**src/rtl/spi_sram_bridge.sv**
```systemverilog
// ---------------------------------------------------------------------------
// spi_sram_bridge
//
// Turns the address/data words captured by the dual-chip-select SPI slave
// into single request/acknowledge transactions on the internal SRAM-like bus,
// and hands read data back to the slave's transmit input.
// The address word MSB selects write (1) or read (0). The remaining bits form
// the bus address.
//
// Optional feature:
//   SPI_BRIDGE_TIMEOUT_EN - when defined, a transaction that sees no bus_ack
//                           within timeout_cycles is abandoned. err is set and
//                           a read returns all-ones. When undefined, the
//                           bridge waits for bus_ack indefinitely and err is 0.
//
// Ports:
//   clk, rst_n        system clock, asynchronous active-low reset
//   spi_cs_addr       raw address chip select pin (active low)
//   spi_addr          slave Addr word (MSB = R/W)
//   spi_wdata         slave Dout word
//   spi_data_begin    slave Data_begin pulse (unused: spi_rdata is pre-loaded)
//   spi_data_end      slave Data_end pulse
//   spi_rdata         read data to slave Din
//   bus_req/bus_we    request and direction, held until the ack cycle
//   bus_addr          bus address, width_addr-1 bits
//   bus_wdata         write data
//   bus_ack           1-cycle completion pulse
//   bus_rdata         read data, valid with bus_ack
//   busy              a transaction is outstanding
//   err, err_clr      sticky timeout flag and its clear
// ---------------------------------------------------------------------------
module spi_sram_bridge #(
  parameter int width_addr     = 8,
  parameter int width_data     = 16,
  parameter int timeout_cycles = 255
) (
  input  logic                  clk,
  input  logic                  rst_n,
  input  logic                  spi_cs_addr,
  input  logic [width_addr-1:0] spi_addr,
  input  logic [width_data-1:0] spi_wdata,
  input  logic                  spi_data_begin,
  input  logic                  spi_data_end,
  output logic [width_data-1:0] spi_rdata,
  output logic                  bus_req,
  output logic                  bus_we,
  output logic [width_addr-2:0] bus_addr,
  output logic [width_data-1:0] bus_wdata,
  input  logic                  bus_ack,
  input  logic [width_data-1:0] bus_rdata,
  output logic                  busy,
  output logic                  err,
  input  logic                  err_clr
);

  localparam int addr_bits = width_addr - 1;

  localparam logic [1:0] ST_IDLE = 2'd0;
  localparam logic [1:0] ST_RD   = 2'd1;
  localparam logic [1:0] ST_WR   = 2'd2;

  logic [1:0]            state;

  logic                  cs_meta;
  logic                  cs_sync;
  logic                  cs_prev;
  logic                  addr_end;

  logic                  wr_armed;
  logic [addr_bits-1:0]  armed_addr;

  logic                  rd_pend;
  logic                  wr_pend;
  logic [addr_bits-1:0]  rd_slot_addr;
  logic [addr_bits-1:0]  wr_slot_addr;
  logic [width_data-1:0] wr_slot_data;

  logic                  new_rd;
  logic                  new_wr;
  logic                  rd_avail;
  logic                  wr_avail;
  logic [addr_bits-1:0]  rd_addr_n;
  logic [addr_bits-1:0]  wr_addr_n;
  logic [width_data-1:0] wr_data_n;

  logic                  timeout;
  logic                  done;
  logic                  unused_inputs;

  // The chip select idles high, so the synchroniser resets to 1. Otherwise a
  // phantom addr-phase end would appear just after reset.
  always_ff @(posedge clk or negedge rst_n) begin
    if (!rst_n) begin
      cs_meta <= 1'b1;
      cs_sync <= 1'b1;
      cs_prev <= 1'b1;
    end else begin
      cs_meta <= spi_cs_addr;
      cs_sync <= cs_meta;
      cs_prev <= cs_sync;
    end
  end

  assign addr_end = cs_sync & ~cs_prev;

  // A data_end only means "write" if an earlier address phase armed one.
  // It is judged against the registered wr_armed, so an address phase ending
  // in the same cycle cannot affect it.
  assign new_wr = spi_data_end & wr_armed;
  assign new_rd = addr_end & ~spi_addr[width_addr-1];

  always_ff @(posedge clk or negedge rst_n) begin
    if (!rst_n) begin
      wr_armed   <= 1'b0;
      armed_addr <= '0;
    end else if (addr_end) begin
      wr_armed <= spi_addr[width_addr-1];
      if (spi_addr[width_addr-1]) begin
        armed_addr <= spi_addr[addr_bits-1:0];
      end
    end else if (new_wr) begin
      wr_armed <= 1'b0;
    end
  end

  // Slot contents after this cycle's arrivals. A newer request of the same
  // kind replaces the older one. Arrivals seen while IDLE are launched
  // straight from these values, which keeps the write latency at one cycle.
  always_comb begin
    wr_avail  = wr_pend;
    wr_addr_n = wr_slot_addr;
    wr_data_n = wr_slot_data;
    rd_avail  = rd_pend;
    rd_addr_n = rd_slot_addr;
    if (new_wr) begin
      wr_avail  = 1'b1;
      wr_addr_n = armed_addr;
      wr_data_n = spi_wdata;
    end
    if (new_rd) begin
      rd_avail  = 1'b1;
      rd_addr_n = spi_addr[addr_bits-1:0];
    end
  end

`ifdef SPI_BRIDGE_TIMEOUT_EN
  localparam int cnt_bits = $clog2(timeout_cycles + 1);

  logic [cnt_bits-1:0] to_cnt;

  // The counter sits at 0 in IDLE, so it starts from 0 on every RD/WR entry.
  // Timing out on the count value timeout_cycles-1 keeps bus_req high for
  // exactly timeout_cycles cycles.
  always_ff @(posedge clk or negedge rst_n) begin
    if (!rst_n) begin
      to_cnt <= '0;
    end else if (state == ST_IDLE) begin
      to_cnt <= '0;
    end else if (!bus_ack) begin
      to_cnt <= to_cnt + 1'b1;
    end
  end

  assign timeout = (state != ST_IDLE) && !bus_ack &&
                   (to_cnt == cnt_bits'(timeout_cycles - 1));

  // A timeout in the same cycle as err_clr leaves the flag set.
  always_ff @(posedge clk or negedge rst_n) begin
    if (!rst_n) begin
      err <= 1'b0;
    end else if (timeout) begin
      err <= 1'b1;
    end else if (err_clr) begin
      err <= 1'b0;
    end
  end

  assign unused_inputs = spi_data_begin;
`else
  assign timeout       = 1'b0;
  assign err           = 1'b0;
  assign unused_inputs = spi_data_begin ^ err_clr ^ (timeout_cycles == 0);
`endif

  assign done = (state != ST_IDLE) && (bus_ack || timeout);

  // Main transaction FSM. The bus_addr and bus_wdata registers are loaded
  // only when a transaction launches, so they stay constant until the ack.
  // Pending flags are refreshed every cycle from the slot view above. IDLE
  // clears the flag of whichever kind it launches. Write wins over read.
  always_ff @(posedge clk or negedge rst_n) begin
    if (!rst_n) begin
      state        <= ST_IDLE;
      bus_addr     <= '0;
      bus_wdata    <= '0;
      spi_rdata    <= '0;
      rd_pend      <= 1'b0;
      wr_pend      <= 1'b0;
      rd_slot_addr <= '0;
      wr_slot_addr <= '0;
      wr_slot_data <= '0;
    end else begin
      rd_slot_addr <= rd_addr_n;
      wr_slot_addr <= wr_addr_n;
      wr_slot_data <= wr_data_n;
      rd_pend      <= rd_avail;
      wr_pend      <= wr_avail;
      case (state)
        ST_IDLE: begin
          if (wr_avail) begin
            state     <= ST_WR;
            bus_addr  <= wr_addr_n;
            bus_wdata <= wr_data_n;
            wr_pend   <= 1'b0;
          end else if (rd_avail) begin
            state    <= ST_RD;
            bus_addr <= rd_addr_n;
            rd_pend  <= 1'b0;
          end else if (addr_end) begin
            bus_addr <= spi_addr[addr_bits-1:0];
          end
        end
        ST_RD, ST_WR: begin
          if (done) begin
            state <= ST_IDLE;
            if (state == ST_RD) begin
              spi_rdata <= bus_ack ? bus_rdata : '1;
            end
          end
        end
        default: begin
          state <= ST_IDLE;
        end
      endcase
    end
  end

  assign bus_req = (state == ST_RD) || (state == ST_WR);
  assign bus_we  = (state == ST_WR);
  assign busy    = (state != ST_IDLE);

endmodule

```
**config.mk**
```make
export PLATFORM = sky130hd
export DESIGN_NAME = spi_sram_bridge
export DESIGN_NICKNAME = d
export VERILOG_FILES = /design/src/rtl/spi_sram_bridge.sv
export SDC_FILE = /design/constraint.sdc
export NUM_CORES = 1
export LEC_CHECK = 0
export BUFFER_PORTS_ARGS = -buffer_cell sky130_fd_sc_hd__buf_4
export CAP_MARGIN = 15
export CORE_ASPECT_RATIO = 2
export CORE_MARGIN = 8
export CORE_UTILIZATION = 48
export DETAILED_ROUTE_END_ITERATION = 6
export GPL_ROUTABILITY_DRIVEN = 0
export HOLD_SLACK_MARGIN = 0.06
export MAX_ROUTING_LAYER = met4
export PLACE_DENSITY_LB_ADDON = 0.3
export SLEW_MARGIN = 30
export SYNTH_ARGS = -nofsm -noshare
export SYNTH_HDL_FRONTEND = slang
export SYNTH_SLANG_ARGS = --single-unit
```
**constraint.sdc**
```tcl
create_clock -name clk -period 2.1 [get_ports clk]
set_input_delay 0.525 -clock clk [delete_from_list [all_inputs] [get_ports clk]]
set_output_delay 0.525 -clock clk [all_outputs]
set_load 0.01 [all_outputs]
```
Word-level counts from Yosys, hierarchy flattened
Index checks and enable logic that the tools add are counted.
{ "word_totals": {"regBits": 84, "out_inout_bits": 43, "word_cells": 53} }
{ "op_classes": {"eq_ne": 4, "n_mux": 18, "n_bitwise": 5, "n_reduce_logical": 12} }
{ "op_table": {"columns": ["op", "count"], "rows": [
  ["7-bit two-way mux", 5],
  ["16-bit two-way mux", 2],
  ["2-bit AND reduction", 4],
  ["1-bit two-way mux", 7],
  ["2-bit two-way mux", 3],
  ["2-bit case mux with 2 select lines", 1],
  ["2-bit nonzero test", 2],
  ["1-bit AND", 3],
  ["3-bit != test (second input constant)", 1],
  ["3-bit AND reduction", 1],
  ["3-bit nonzero test", 1],
  ["2-bit by 1-bit == test with 1-bit output (second input constant)", 1],
  ["2-bit == test (second input constant)", 1],
  ["2-bit zero test", 1],
  ["2-bit != test (second input constant)", 1],
  ["1-bit NOT", 2],
  ["2-bit OR reduction", 1],
  ["1-bit logical AND", 1],
  ["1-bit logical OR", 1]
]} }

Longest topological paths before layout
Gate-level depths: netlist of the first run.
{ "logic_depth": {"depth_word": 7, "mapped_depth": 6, "mapped_depth_nobuf": 6} }

Least setup slack after synthesis of the first run
OpenSTA, ideal clock, no wires.
{ "synth_path": {"kind": "register to register", "startpoint": "reg state[1]", "endpoint": "reg bus_wdata[10]", "arrival_time_ns": 1.652, "t_required_ns": 1.975, "slack_ns": 0.323, "stages_incl_launch_ff": 7, "path_buffers": 1, "synth_period_minus_slack_ns": 1.777, "path_cell_list": "dfrtp_1 -> inv_1 -> ha_1 -> inv_1 -> nor2_2 -> buf_4 -> mux2_2"} }
{ "synth_between": {"elab_chain_len": 2} }
{ "synth_rtl": {"columns": ["item", "line", "source"], "rows": [
  ["start: declaration", "62", "logic [1:0] state;"],
  ["start signal: assignment", "193", "state <= ST_IDLE;"],
  ["start signal: assignment", "211", "state <= ST_WR;"],
  ["start signal: assignment", "216", "state <= ST_RD;"],
  ["2-bit zero test", "208", "case (state)"],
  ["2-bit AND reduction (no source line)", null, null],
  ["end signal: assignment", "213", "bus_wdata <= wr_data_n;"],
  ["end: declaration", "48", "output logic [width_data-1:0] bus_wdata,"]
]} }
Every way passes these cells.
A chain may end at the register's enable or synchronous reset.

Final worst setup path of the first run
{ "layout_path": {"startpoint": "reg state[1]", "endpoint": "reg spi_rdata[15]"} }
{ "layout_between": {"elab_chain_len": 3} }
{ "layout_rtl": {"columns": ["item", "line", "source"], "rows": [
  ["2-bit == test, or another cell as far along", "208", null],
  ["2-bit OR reduction or 1-bit logical AND (tied branches)", "208, 185", null],
  ["3-bit AND reduction (no source line) (*)", null, null],
  ["end signal: assignment", "227", "spi_rdata <= bus_ack ? bus_rdata : '1;"],
  ["end: declaration", "44", "output logic [width_data-1:0] spi_rdata,"]
]} }
Every way passes the cells marked *; elsewhere a longest branch is shown, timed or not.

==> impl_metrics.ini, run 1 <==
[worst_setup_path]
required_ns = 2.31
r2r-end = spi_rdata[15]
regToRegStartpoint = state[1]
cp.arrival_ns = 2.12
worstSetupPathType = reg2reg
crit_path_end_kind = flop
path_max_fanout = 16
reg2regPathDepth = 4
r2r_slack_ns = 0.19
start_kind = flop

[clock_tree]
htree_levels = 3
clkSinkCount = 84
postCtsSetupBuffers = 0
clkTransAtPathRegs_ns = 0.06
cts_hold_buffers = 0
cts_tree = built
clk_path_buf_depth = 2
cts_buffers = 9
clockRootBuffer = clkbuf_16
cts_resized = 0
clk_latency_ns = 0.33

[synth]
synth_top_family_by_area = multiplexers
yosys_warnings = 0
synth-simple-area-share_pct = 13.0
syn_area_um2 = 3490
synth.area.mux_share_pct = 17.1
seq_area_frac_synth_pct = 60.3
syn_avg_cell_area_um2 = 12.0
syn_nets = 340
ys_types = 34
ys_seq_elements = 84
synth_compound_area_share_pct = 5.19
synth_cells = 290
synth_fa_ha_area_share_pct = 1.07
synthXorXnorAreaFrac_pct = 0

[timing]
period_minus_slack_ns = 1.91
fmax_mhz = 522
fin_ws_ns = 0.185
finalSetupViolCount = 0
worst_slew_pin_slew_ns = 0.583
relSlewSlack_pct = 61.1
final.period_utilization_pct = 91.2
rsz0062_at_grt = no
skew_ns = 0.00732
tns_ns = 0
final_max_slew_viol_count = 0
final_hold_viol_count = 0
hold_slack_ns = 0.0821

[cells_and_area]
finalInstanceArea_um2 = 4580
drive_gt1_share_pct = 45.1
final_net_count = 431
n_antenna_cell = 0
syn_to_final_growth_pct = 31.1
instances_no_fill = 478

[floorplanning]
die_height_um = 137
start_util_pct = 48.8
core-area_um2 = 7160
die_w_um = 76.3
ios = 90
rows = 44
die_area_um2 = 10400

[hold_path]
min_path_type = in2async

[run_status]
status = finished clean

[drt]
vias = 2478
ant_nets = 0
drt-initial-drc-count = 144
routed_via_density = 5.18
wl_per_cell_um = 16.3
dr.pass1.iters = 4
wl_mm = 7.78
drc_errors = 0

[power]
p_per_area_nw_per_um2 = 1310
power.leakage_nw = 2.29
ir_drop_uv = 925

[global_routing]
grt_pass1_vias = 2796
track_usage_pct = 16.3
grt_pass1_wl_mm = 13.2
grt_max_degree = 39
antenna_found_initial = 0
gr-total-overflow = 0

[job]
cap_violations = 0

[placement]
port_buffers = 86
post-place-ws_ns = 0.174
post_dp_cell_area_um2 = 4230
hpwl_mm = 5.62
dp.cells = 462
[cells by family after synthesis]
group	count (synthesis)
buf+inv	19
compound gates	23
fa+ha+maj	3
simple gates	107
mux	53
other cells	1
flops	84
[cell usage after synthesis (all sizes together)]
master	count	area share, %
nor2	12	1.4
nor3b	1	0.54
o311ai	1	0.25
o221ai	1	0.43
buf	11	2.4
mux2	53	17
ha	3	1.1
clkbuf	3	0.32
nor2b	2	0.36
and2	2	0.43
dfstp	3	2.3
conb	1	0.11
nor3	1	0.14
nand2b	2	0.36
nand4	1	0.36
o211ai	1	0.21
or4	1	0.32
o41a	1	0.32
nand2	84	9.0
a21oi	2	0.61
o21ai	4	0.57
inv	5	0.54
a22oi	6	1.3
dfrtp	81	58
a31oi	6	1.3
nand3	1	0.14
o2bb2ai	1	0.25
[through the flow]
step,power (mW),utilization (%)
2_1_floorplan,3.37,-
3_3_place_gp,4.16,59.1
3_5_place_dp,4.26,59.1
4_1_cts,6.10,64.0
5_1_grt,6.36,64.0
6_report,6.01,64.0
[cells in the final DEF, fill, tap and decap left out, types with 2 or more instances in the layout]
cell / Yosys / routed
inv_1: 5 / 5
dfstp_2: 3 / 3
clkinv_2: 0 / 2
ha_1: 3 / 3
mux2_2: 53 / 53
a31oi_1: 5 / 5
nor2b_1: 2 / 2
buf_4: 4 / 93
o21ai_0: 4 / 4
nor2_1: 11 / 11
nand2_1: 84 / 84
nand2b_1: 2 / 2
clkbuf_16: 0 / 9
bufinv_16: 0 / 3
dfrtp_1: 81 / 81
a22oi_1: 6 / 6
[power by group]
| part | total [mW] | leakage, nW | switching [mW] | internal (mW) |
|---|---|---|---|---|
| logic | 1.80 | 1.08 | 0.829 | 0.974 |
| registers | 2.41 | 1.04 | 0.280 | 2.13 |
| clock network | 1.79 | 0.173 | 0.599 | 1.19 |
| total | 6.01 | 2.29 | 1.71 | 4.30 |
[state kept, by name, indices dropped and copies added, names as in the netlist]
name	count
bus_wdata	16
spi_rdata	16
wr_slot_data	16
armed_addr	7
bus_addr	7
rd_slot_addr	7
wr_slot_addr	7
state	2
cs_meta	1
cs_prev	1
cs_sync	1
rd_pend	1
wr_armed	1
wr_pend	1
[worst max-delay path by stage]
stage | to | slack [ns] | startpoint
final | spi_rdata[15] | 0.19 | state[1]
after global routing | spi_rdata[4] | 0.03 | state[1]
after CTS | spi_rdata[15] | 0.15 | state[1]
after detailed placement | spi_rdata[15] | 0.17 | state[1]
after global placement | spi_rdata[1] | 0.28 | state[1]
after floorplan | bus_wdata[10] | 0.32 | state[1]
[cell type report]
cell class                      count  area (µm²)
Inverter                            5        18.8
Tap cell                           92         115
Clock inverter                      6         109
Fill cell                         555        2580
Sequential cell                    84        2110
Clock buffer                       10         239
Timing Repair Buffer               94         718
Multi-Input combinational cell    187        1270
[layer usage]
metal	global-route usage (%)	part of all wire [%]
met2	26.5	51
met3	5.46	5.7
met4	6.03	1.2
met5	-	0
met1	18.2	42
[critical path, stage by stage (launching register included)]
cell and delay, ns:
dfrtp_1 0.39, inv_1 0.09, ha_1 0.38, nand4_2 0.47
mux2_2 0.46
(Power assumes the default switching activity.)
==> inputs of run 2 (changes only) <==
Settings changed: BUFFER_PORTS_ARGS -buffer_cell sky130_fd_sc_hd__buf_4 to default, DONT_BUFFER_PORTS from default to 1.
==> run 2 against run 1 <==
The run now ends with negative hold slack left. Count of clock-buffer cells in the layout rose by 4. Combinational power down 45%. Non-clock buffer count is 88 lower. Highest routed layer unchanged. First-iteration DRC count fell by 26%. Power is 16% lower. Maximum frequency increased by 7.5%. Final cell count is 18% lower. Cell area shrank 16%.
==> impl_metrics.ini, run 2 (synthesized netlist as in run 1, its figures left out) <==
[cells_and_area]
n_antenna_cell = 0
instances_no_fill = 390
final_common_cell = nand2_1
reg.largest.list = bus_wdata: 16 flops, spi_rdata: 16 flops, wr_slot_data: 16 flops
final_net_count = 343
drive_gt1_share_pct = 27.9
layout_common_cells = nand2_1, dfrtp_1, mux2_2
syn_to_final_growth_pct = 10.4
fillCellCount = 657

[hold_path]
min_path_type = in2async

[timing]
period_minus_slack_ns = 1.78
fmax_mhz = 562
hold_slack_ns = -0.109
skew_ns = 0.00485
final_hold_viol_count = 81
final_max_slew_viol_count = 0
finalSetupViolCount = 0
rsz0062_at_grt = no
final.period_utilization_pct = 84.8
tns_ns = 0

[clock_tree]
clkSinkCount = 84
clk_path_buf_depth = 2
clockRootBuffer = clkbuf_16
cts_tree = built
clk_latency_ns = 0.33
htree_levels = 3
cts_buffers = 9
clkTransAtPathRegs_ns = 0.06

[worst_setup_path]
start_kind = flop
worstSetupPathType = reg2out
path_max_fanout = 6
crit_buf_inv = 1
max_stage_delay_ns = 0.47
crit_path_end_kind = primary output
cp.arrival_ns = 1.26
critPathTopFamily = adder cells
path_cells = inv_1 -> ha_1
crit_slowest_cell = ha_1
required_ns = 1.57

[global_routing]
grt_max_degree = 85
antenna_found_initial = 0
grt_use_met1_pct = 14.9
grt_pass1_vias = 2298
grtUsageMet2_pct = 23.3
gr-total-overflow = 0
grt_pass1_wl_mm = 11.6
track_usage_pct = 14.6
busiest_layer = met2
grt.met3_usage_pct = 7.30

[drt]
vias = 2100
wl_per_cell_um = 18.3
drc_errors = 0
routed_via_density = 5.38
dr.pass1.iters = 4
wl_mm = 7.12
drt-initial-drc-count = 107
ant_nets = 0

[power]
p_per_area_nw_per_um2 = 1310
ir_drop_uv = 768
power.leakage_nw = 1.81

[placement]
port_buffers = 0
hpwl_mm = 5.05
dp.cells = 374

[run_status]
status = finished, violations left
violations = negative hold slack

[floorplanning]
rows = 44
start_util_pct = 48.8
ios = 90
die_height_um = 137
core-area_um2 = 7160
die_w_um = 76.3
die_area_um2 = 10400

[job]
cap_violations = 0
[run 2: cell types whose count changed in the layout (fill, tap and decap cells not counted), sizes merged]
| cell | before | now |
|---|---|---|
| bufinv | 3 | 0 |
| clkinvlp | 0 | 1 |
| inv | 6 | 5 |
| clkinv | 2 | 1 |
| buf | 94 | 6 |
| clkbuf | 10 | 14 |
[run 2: path summary, 6_finish.rpt]
path,start,to,slack [ns],cells past startpoint
max,state[1],bus_req,0.32,2
min,rst_n,armed_addr[3],-0.11,0
max reg2reg,state[1],spi_rdata[4],0.34,4
min reg2reg,cs_meta,cs_sync,0.36,0
max in group asynchronous,rst_n,cs_prev,2.02,0
min in group clk,spi_cs_addr,cs_meta,0.19,0
[run 2: routing by layer]
metal	share of wire, %	vias to the layer above	wire length (µm)
met5	0	-	0
met4	1.9	0	132
met3	10	10	745
met2	49	76	3500
met1	38	1034	2740
li1	-	980	-
[run 2: what timing repair did]
item                                    in CTS  in global routing
resized for setup                            0                  1
endpoints found under the setup margin       0                 16
endpoints found under the hold margin       84                 84
setup buffers                                0                  0
[run 2: cell type report]
| class | instances | area, µm² | share of cell area [%] |
|---|---|---|---|
| Clock buffer | 14 | 264 | 6.84 |
| Clock inverter | 2 | 12.5 | 0.324 |
| Inverter | 5 | 18.8 | 0.487 |
| Multi-Input combinational cell | 187 | 1280 | 33.3 |
| Sequential cell | 84 | 2110 | 54.6 |
| Tap cell | 92 | 115 | 2.98 |
| Timing Repair Buffer | 6 | 57.6 | 1.49 |
[run 2: power breakdown]
group          switching [mW]  internal, mW  leakage (nW)  total [mW]
Clock                   0.581         0.864         0.133        1.45
Sequential              0.491          2.13          1.04        2.62
Combinational           0.479         0.516         0.637       0.995
Total                    1.55          3.51          1.81        5.06
[run 2: per-stage QoR]
stage               hold WS (ns)  setup slack, ns  area (µm²)  power [mW]  util (%)
detailed placement         0.233           0.0773        3570        3.67      49.9
floorplan                  0.229            0.323        3490        3.37         -
global placement           0.232            0.208        3570        3.57      49.9
CTS                       -0.129           0.0855        3850        5.13      53.8
global route              -0.124            0.193        3860        5.35      53.9
finish                    -0.109            0.319        3860        5.06      53.9
[run 2: worst register-to-register path, stage by stage (launching register included)]
cell and delay (ns):
dfrtp_1 0.36, inv_1 0.09, ha_1 0.47, nand4_4 0.33
mux2_2 0.39
==> inputs of run 3 (changes only) <==
Settings changed: ABC_AREA from default to 1.
Clock period 2.1 ns to 1.7 ns, I/O delays scaled along.
==> run 3 against run 2 <==
The flow still finishes with violations (negative hold slack). Synthesized cell count rose by 14%. Sequential share of layout area rose by 0.36 points. Synthesized area down 1.2%. Flip-flop and latch count unchanged. Critical path type unchanged. Critical endpoint unchanged. Largest power group unchanged. Highest routed layer unchanged.
==> impl_metrics.ini, run 3 <==
[run_status]
violations = negative hold slack
status = finished, violations left

[floorplanning]
start_util_pct = 48.6
core-area_um2 = 7100
die_height_um = 136
rows = 44
ios = 90
die_w_um = 76.0
die_area_um2 = 10300

[cells_and_area]
n_antenna_cell = 0
final_util_pct = 54.0
drive_gt1_share_pct = 17.6
layout_common_cells = nand2_1, dfrtp_1, mux2_2
syn_to_final_growth_pct = 11.1
reg.largest.list = bus_wdata: 16 flops, spi_rdata: 16 flops, wr_slot_data: 16 flops
final_common_cell = nand2_1
final_net_count = 387
instances_no_fill = 432
finalInstanceArea_um2 = 3830
fillCellCount = 646

[worst_setup_path]
crit_path_end_kind = primary output
worstSetupPathType = reg2out
path_max_fanout = 3
required_ns = 1.27
cp.arrival_ns = 1.23
start_kind = flop

[timing]
rsz0062_at_grt = no
finalSetupViolCount = 0
final_hold_viol_count = 84
final.period_utilization_pct = 97.2
final_max_slew_viol_count = 0
fmax_mhz = 605
hold_slack_ns = -0.208
skew_ns = 0.00622
tns_ns = 0
period_minus_slack_ns = 1.65

[placement]
port_buffers = 0
post_dp_cell_area_um2 = 3530
hpwl_mm = 4.97
dp.cells = 418

[clock_tree]
clk_path_buf_depth = 2
clkTransAtPathRegs_ns = 0.06
htree_levels = 3
postCtsSetupBuffers = 0
clockRootBuffer = clkbuf_16
cts_tree = built
cts_buffers = 9
clk_latency_ns = 0.32
clkSinkCount = 84

[synth]
yosys_warnings = 0
yosysTopAreaCellShare_pct = 58.7
ys_types = 27
yosysMostFrequentCell = nand2_1
synthFlopType = dfrtp_1
syn_avg_cell_area_um2 = 10.5
synth_edf_count = 0
synth_common_cells = nand2_1, dfrtp_1, mux2_2
yosys-top-cells-area = dfrtp_1, nand2_1, mux2_2
ys_seq_elements = 84
async_flop_share_pct = 100
seq_area_frac_synth_pct = 61.0
syn_area_um2 = 3450
synth_cells = 330
yosysTopAreaCell = dfrtp_1
syn_nets = 380

[drt]
ant_nets = 0
wl_mm = 6.88
drc_errors = 0
vias = 2270
drt-initial-drc-count = 105
routed_via_density = 5.25
dr.pass1.iters = 6
wl_per_cell_um = 15.9

[power]
power.leakage_nw = 1.89
ir_drop_uv = 1050
p_per_area_nw_per_um2 = 1830

[global_routing]
grt_max_degree = 85
grt_pass1_vias = 2341
gr-total-overflow = 0
grt_pass1_wl_mm = 11.5
track_usage_pct = 14.1
antenna_found_initial = 0

[hold_path]
min_path_type = in2async

[job]
cap_violations = 0
## run 3: layout make-up
type                       instances  area, µm²  share of cell area [%]
clock inverter                     2       35.0                   0.914
clock buffer                      12        256                    6.69
multi-input combinational        223       1220                    31.8
inverter                          12       47.5                    1.24
tap                               92        115                    3.00
timing repair buffer               7       52.6                    1.37
sequential                        84       2110                    54.9
## run 3: routing by layer
layer | GRT usage [%] | share of wire [%] | up-vias
met5 | - | 0 | -
met4 | 7.14 | 2.1 | 0
met3 | 5.50 | 8.9 | 9
met2 | 21.8 | 49 | 83
met1 | 15.4 | 40 | 1096
li1 | - | - | 1082
## run 3: logic make-up (layout without fill, tap and decap cells)
logic type	after synthesis	count (layout)	share of synthesized area, %
AOI/OAI and AO/OA	21	21	4.06
adders and majority gates	3	3	1.09
buffers and inverters	23	33	3.99
DFF	84	84	61.0
muxes	23	23	7.51
other	1	1	0.109
and+or+nand+nor	175	175	22.2
## run 3: report_power, final
part	internal (mW)	total (mW)	switching, mW	leakage, nW
combinational	0.760	1.77	1.01	0.720
clock	1.20	1.88	0.683	0.145
sequential	2.72	3.35	0.631	1.02
total	4.68	7.01	2.32	1.89
## run 3: what timing repair did
action,CTS,global route
hold endpoints to repair,84,84
setup endpoints to repair,1,2
resized for setup,1,1
## run 3: per-stage QoR
| step | worst slack (ns) | total power, mW |
|---|---|---|
| global placement | 0.162 | 5.02 |
| global route | 0.00100 | 7.47 |
| detailed placement | 0.0630 | 5.13 |
| CTS | 0.0335 | 7.09 |
| floorplan | 0.136 | 4.70 |
| finish | 0.0477 | 7.01 |
## run 3: worst paths after layout
kind | cells after the start | slack, ns | endpoint | start
worst max register to register | 5 | 0.15 | spi_rdata[14] | state[0]
min in group clk | 0 | 0.10 | cs_meta | spi_cs_addr
max in group asynchronous | 0 | 1.73 | cs_sync | rst_n
worst min register to register | 0 | 0.36 | cs_sync | cs_meta
worst max-delay path | 3 | 0.05 | bus_req | state[0]
worst min-delay path | 0 | -0.21 | wr_slot_addr[6] | rst_n
## run 3: critical path, stage by stage (launching register included)
cell	delay, ns
dfrtp_1	0.39
inv_1	0.13
ha_4	0.23
buf_4	0.15
